`config.mk`:
```
export PLATFORM = sky130hd
export DESIGN_NAME = fifo_byte_reader
export DESIGN_NICKNAME = d
export VERILOG_FILES = /design/src/rtl/fifo_byte_reader_pkg.sv /design/src/rtl/fifo_byte_reader.sv
export SDC_FILE = /design/constraint.sdc
export NUM_CORES = 1
export LEC_CHECK = 0
export CAP_MARGIN = 25
export CORE_AREA = 2 2 97 99
export CTS_CLUSTER_SIZE = 30
export DETAILED_ROUTE_END_ITERATION = 8
export DIE_AREA = 0 0 99 101
export GPL_TIMING_DRIVEN = 1
export SYNTH_ARGS = -nofsm -noshare
export SYNTH_HDL_FRONTEND = slang
export SYNTH_SLANG_ARGS = --single-unit
export TNS_END_PERCENT = 30
```
`constraint.sdc`:
```
create_clock -name clk -period 2.6 [get_ports clk]
set_clock_uncertainty 0.2 [all_clocks]
set_input_delay 0.39 -clock clk [delete_from_list [all_inputs] [get_ports clk]]
set_output_delay 0.39 -clock clk [all_outputs]
set_load 0.1 [all_outputs]
```
`src/rtl/fifo_byte_reader_pkg.sv`:
```
// Shared definitions for the FIFO byte reader: FSM state encodings and lane sizing helper.
package fifo_byte_reader_pkg;

   typedef enum logic [1:0] {
      ST_IDLE  = 2'd0,
      ST_FETCH = 2'd1,
      ST_SEND  = 2'd2
   } state_t;

   // A single-lane word still needs a 1-bit lane register to stay legal.
   function automatic int lane_bits(input int lanes);
      return (lanes > 1) ? $clog2(lanes) : 1;
   endfunction

endpackage

```
`src/rtl/fifo_byte_reader.sv`:
```
// Splits first-word-fall-through FIFO words into OUT_WIDTH beats with valid/ready handshake.
// Lane order is LSB first by default; define FIFO_READER_MSB_FIRST_EN for MSB-first lanes.
//
// state    | meaning
// ---------+-------------------------------------------------------------
// ST_IDLE  | no transfer; waits for i_start
// ST_FETCH | transfer active, waiting for a FIFO word (o_valid low)
// ST_SEND  | presenting lane beats of the word register (o_valid high)
module fifo_byte_reader
   import fifo_byte_reader_pkg::*;
#(
   parameter int DATA_WIDTH = 32,
   parameter int OUT_WIDTH  = 8,
   parameter int LEN_WIDTH  = 16
) (
   input  logic                  clk,
   input  logic                  reset_n,
   input  logic                  i_flush,
   input  logic                  i_start,
   input  logic [LEN_WIDTH-1:0]  i_length,
   input  logic [DATA_WIDTH-1:0] i_fifo_data,
   input  logic                  i_fifo_empty,
   output logic                  o_fifo_read_enable,
   output logic [OUT_WIDTH-1:0]  o_data,
   output logic                  o_valid,
   input  logic                  i_ready,
   output logic                  o_busy,
   output logic                  o_done
);

   localparam int                   LANES     = DATA_WIDTH / OUT_WIDTH;
   localparam int                   LANE_W    = lane_bits(LANES);
   localparam logic [LANE_W-1:0]    LAST_LANE = LANE_W'(LANES - 1);
   localparam logic [LEN_WIDTH-1:0] ONE       = LEN_WIDTH'(1);

   state_t                  state;
   logic [LEN_WIDTH-1:0]    remaining;
   logic [LANE_W-1:0]       lane;
   logic [DATA_WIDTH-1:0]   word;
   logic                    last_beat;
   logic                    wrap_lane;
   logic                    fetch_now;

   // Terminal count of the beat down-counter.
   assign last_beat = (remaining == ONE);
   assign wrap_lane = (lane == LAST_LANE);

   always_comb begin
      fetch_now = 1'b0;
      if (!i_flush && !i_fifo_empty) begin
         case (state)
            ST_FETCH: fetch_now = 1'b1;
            ST_SEND:  fetch_now = i_ready && wrap_lane && !last_beat;
            default:  fetch_now = 1'b0;
         endcase
      end
   end

   assign o_fifo_read_enable = fetch_now;

   always_comb begin
`ifdef FIFO_READER_MSB_FIRST_EN
      o_data = OUT_WIDTH'(word >> ((LANES - 1 - int'(lane)) * OUT_WIDTH));
`else
      o_data = OUT_WIDTH'(word >> (int'(lane) * OUT_WIDTH));
`endif
   end

   always_ff @(posedge clk or negedge reset_n) begin
      if (!reset_n) begin
         state     <= ST_IDLE;
         remaining <= '0;
         lane      <= '0;
         word      <= '0;
         o_valid   <= 1'b0;
         o_busy    <= 1'b0;
         o_done    <= 1'b0;
      end else begin
         o_done <= 1'b0;
         if (i_flush) begin
            state     <= ST_IDLE;
            remaining <= '0;
            lane      <= '0;
            o_valid   <= 1'b0;
            o_busy    <= 1'b0;
         end else begin
            case (state)
               ST_IDLE: begin
                  if (i_start) begin
                     if (i_length != '0) begin
                        remaining <= i_length;
                        state     <= ST_FETCH;
                        o_busy    <= 1'b1;
                     end else begin
                        o_done <= 1'b1;
                     end
                  end
               end
               ST_FETCH: begin
                  if (!i_fifo_empty) begin
                     word    <= i_fifo_data;
                     lane    <= '0;
                     state   <= ST_SEND;
                     o_valid <= 1'b1;
                  end
               end
               ST_SEND: begin
                  if (i_ready) begin
                     remaining <= remaining - ONE;
                     if (last_beat) begin
                        // Unsent lanes of the final word are dropped here.
                        state   <= ST_IDLE;
                        lane    <= '0;
                        o_valid <= 1'b0;
                        o_busy  <= 1'b0;
                        o_done  <= 1'b1;
                     end else if (wrap_lane) begin
                        lane <= '0;
                        if (!i_fifo_empty) begin
                           word <= i_fifo_data;
                        end else begin
                           state   <= ST_FETCH;
                           o_valid <= 1'b0;
                        end
                     end else begin
                        lane <= lane + 1'b1;
                     end
                  end
               end
               default: begin
                  state   <= ST_IDLE;
                  o_valid <= 1'b0;
                  o_busy  <= 1'b0;
               end
            endcase
         end
      end
   end

endmodule

```
==> flow_summary_export.csv <==
group,metric,value,unit
outcome,outcome,"finished, final reports clean",
routing,post-route-drc-count,0,
floorplan,placement_rows,35,
clocking,clock_tree.root_cell,"clkbuf_8",
worst_hold_path,worst_hold_path_type,"flop to flop",
floorplan,top_level_ports,66,
critical_path,crit_buf_inv,3,
clocking,clockBufferDepth,2,
routing,vias,2308,
logic_synthesis,synth_commonest_cells,"55 x dfrtp_1, 29 x mux2_2, 21 x nand2_1",
floorplan,dieHeight,101,um
logic_synthesis,postSynth.asyncResetShare,100,%
critical_path,crit_path_cell_trace,"clkdlybuf4s50_1, nor4_1, nand4_1, buf_4, a21oi_1, buf_4, nand2_1, o21ai_0",
grt,first_global_vias,2363,
clocking,clk-insertion-delay-late,0.31,ns
logic_synthesis,yosysTopAreaCellShare,45.0,%
clocking,cts_htree_levels,2,
routing,wl,7190,um
power_and_ir_drop,ir_drop,0.378,mV
logic_synthesis,ys_types,46,
place,gp_congestion,0.802,
floorplan,dieWidth,99,um
logic_synthesis,ranking_of_synthesized_cells_by_area,"dfrtp_1 45%, mux2_2 11%, mux4_2 5.9%",
critical_path,worst_setup_end_kind,"flop",
place,io_buffers,65,
logic_synthesis,post_synth_inst_count,265,
routing,final_antenna_net_count,0,
clocking,clock_sink_count,55,
critical_path,crit_path_start_kind,"input port",
grt,pin_count_of_the_biggest_net_entering_global_routing,56,
floorplan,core_area,0.00898,sq mm
grt,global_route.usage.total,15.0,%
logic_synthesis,synth.cell_area,0.00306,sq mm
routing,drt_pre_antenna_iters,4,
final_layout,insertedDiodeCount,0,
final_layout,area_growth_syn_to_layout,38.0,%
clocking,cts_tree,"done",
power_and_ir_drop,power.leakage,1.74,nW
clocking,tritoncts.num_buffers,5,
critical_path,timing.critical_path.max_delay_family,"simple AND/OR/NAND/NOR gates",
logic_synthesis,post_synthesis_net_count,326,
sta,max_slew.worst_pin.slew,0.567,ns
logic_synthesis,number_of_enable_flip_flop_cells_after_synthesis,0,
sta,report.final.slew_viol_count,0,
grt,grt_antenna_before_repair,0,
sta,finalCritPeriodShare,93.9,%
critical_path,crit_fanout,9,
logic_synthesis,postSynth.topFlopCell,"dfrtp_1",
sta,final_hold_viol_count,0,
place,place_hpwl,5290,um
critical_path,worst_path_max_delay_cell,"nor4_1",
job,max_cap_viol_count,0,
logic_synthesis,synth.largest_area_cell,"dfrtp_1",
sta,rsz0062_at_grt,"false",
final_layout,filler_cell_count,848,
grt,gr-total-overflow,0,
floorplan,floorplan.initialDensity,34.1,%
final_layout,drive_gt1_share,27.1,%
sta,maxClockFrequency,410,MHz
logic_synthesis,post_synth.cell_area_avg,11.5,sq um
logic_synthesis,yosysMostFrequentCell,"dfrtp_1",
critical_path,worstSetupPathType,"input port to flop",
routing,wire_per_inst,15.6,um
routing,vias_per_cell,5.01,
logic_synthesis,synth.ff_latch_count,55,
sta,period_minus_slack,2.44,ns
critical_path,worstPathRequired,2.63,ns
critical_path,max_stage_delay_on_crit_path,0.54,ns
clocking,clock_pin_slew_on_the_worst_setup_and_hold_paths,0.11,ns
grt,grt_pass1_wl,12100,um
logic_synthesis,yosysSeqAreaShare,45.0,%
floorplan,design.die.area,0.0100,sq mm
final_layout,layout_utilization,47.0,%
final_layout,nets,410,
power_and_ir_drop,power.density_cell_area,1170,mW/mm^2
sta,slew-limit-headroom,61.8,%
critical_path,critPathArrivalTime,2.47,ns
sta,setup_viol_count_final,0,
sta,finalHoldWorstSlack,0.300,ns
logic_synthesis,yosys_warnings,0,
critical_path,critPathMostFrequentCell,"buf_4",
routing,drt-initial-drc-count,142,
state kept, by name, summed over array words and instances, names as in the netlist:
register / cells
word: 32
o_valid: 1
state: 2
o_done: 1
lane: 2
remaining: 16
o_busy: 1
metrics by stage:
stage               worst slack, ns  total power, mW  std cells  TNS, ns  area, sq um
global route               0.000781             5.25        461        0         4220
global placement            -0.0962             4.39        451    -1.16         4080
floorplan                    -0.101             3.53        265   -0.101         3100
detailed placement           -0.180             4.43        451    -2.10         4080
finish                        0.159             4.93        461        0         4220
CTS                          0.0401             4.97        460        0         4200
worst register-to-register path: cells and delay by family, from the launching register on:
kind	cells	cell delay, ns
simple gates	3	0.75
flops	1	0.49
buf+inv	1	0.18
mux	1	0.32
compound gates	1	0.34
metal layers:
layer | share of wire [%] | global-route usage, % | routed length, um | vias up
met5 | 0 | 0 | 0 | -
met4 | 0.76 | 3.48 | 55 | 0
met3 | 3.4 | 2.36 | 245 | 2
met2 | 50 | 24.8 | 3580 | 44
met1 | 46 | 20.9 | 3310 | 1122
li1 | - | - | - | 1140
report_power, final:
part           switching, mW  internal [mW]
Clock                  0.307          0.199
Combinational           1.61           1.34
Sequential             0.254           1.21
Total                   2.17           2.75
placed cells by master, fill, tap and decap left out, drive strengths merged, types with 2 or more instances in the layout:
cell	count
dfrtp	55
clkdlybuf4s50	52
buf	36
mux2	33
nand2	21
nor2	15
o21ai	13
a21oi	10
mux2i	9
inv	9
mux4	8
nand4	8
nor3	7
xnor2	7
ha	7
nor4	7
clkbuf	5
nand2b	4
a211oi	4
xor2	4
a31oi	3
nand3	3
and3	3
nor3b	3
nor2b	2
nand3b	2
o32ai	2
a21o	2
nor4b	2
kinds of logic after synthesis:
kind of cell / count (synthesis) / share of synthesized area (%)
buffers and inverters: 20 / 3.07
xor gates and xnor gates: 11 / 3.15
adders and majority gates: 7 / 2.86
AOI/OAI and AO/OA: 44 / 9.98
and+or+nand+nor: 78 / 14.8
muxes: 50 / 21.1
DFF: 55 / 45.0
final timing paths:
kind,start,end,slack [ns],depth (start not counted)
max,i_length[13],remaining[2],0.16,8
min,word[5],word[5],0.30,1
max reg2reg,remaining[2],state[0],0.22,6
min reg2reg,word[5],word[5],0.30,1
max in group asynchronous,reset_n,word[16],1.54,3
min in group asynchronous,reset_n,remaining[1],0.38,3
layout make-up:
class	count	area [sq um]	area share, %
clock buffer	5	68.8	1.63
inverter	8	30.0	0.712
multi-input combinational	190	1640	38.9
sequential	55	1380	32.6
tap	111	139	3.29
timing repair buffer	89	936	22.2
clock inverter	3	27.5	0.652
repair_timing:
| action | in CTS | in global routing |
|---|---|---|
| gates resized for setup | 2 | 3 |
| hold buffers | 1 | 0 |
| pin swaps | 2 | 2 |
| buffers inserted | 1 | 2 |
| setup endpoints to repair | 1 | 2 |
| gates cloned | 0 | 0 |
| hold endpoints to repair | 55 | 0 |
(Power assumes the default switching activity.)
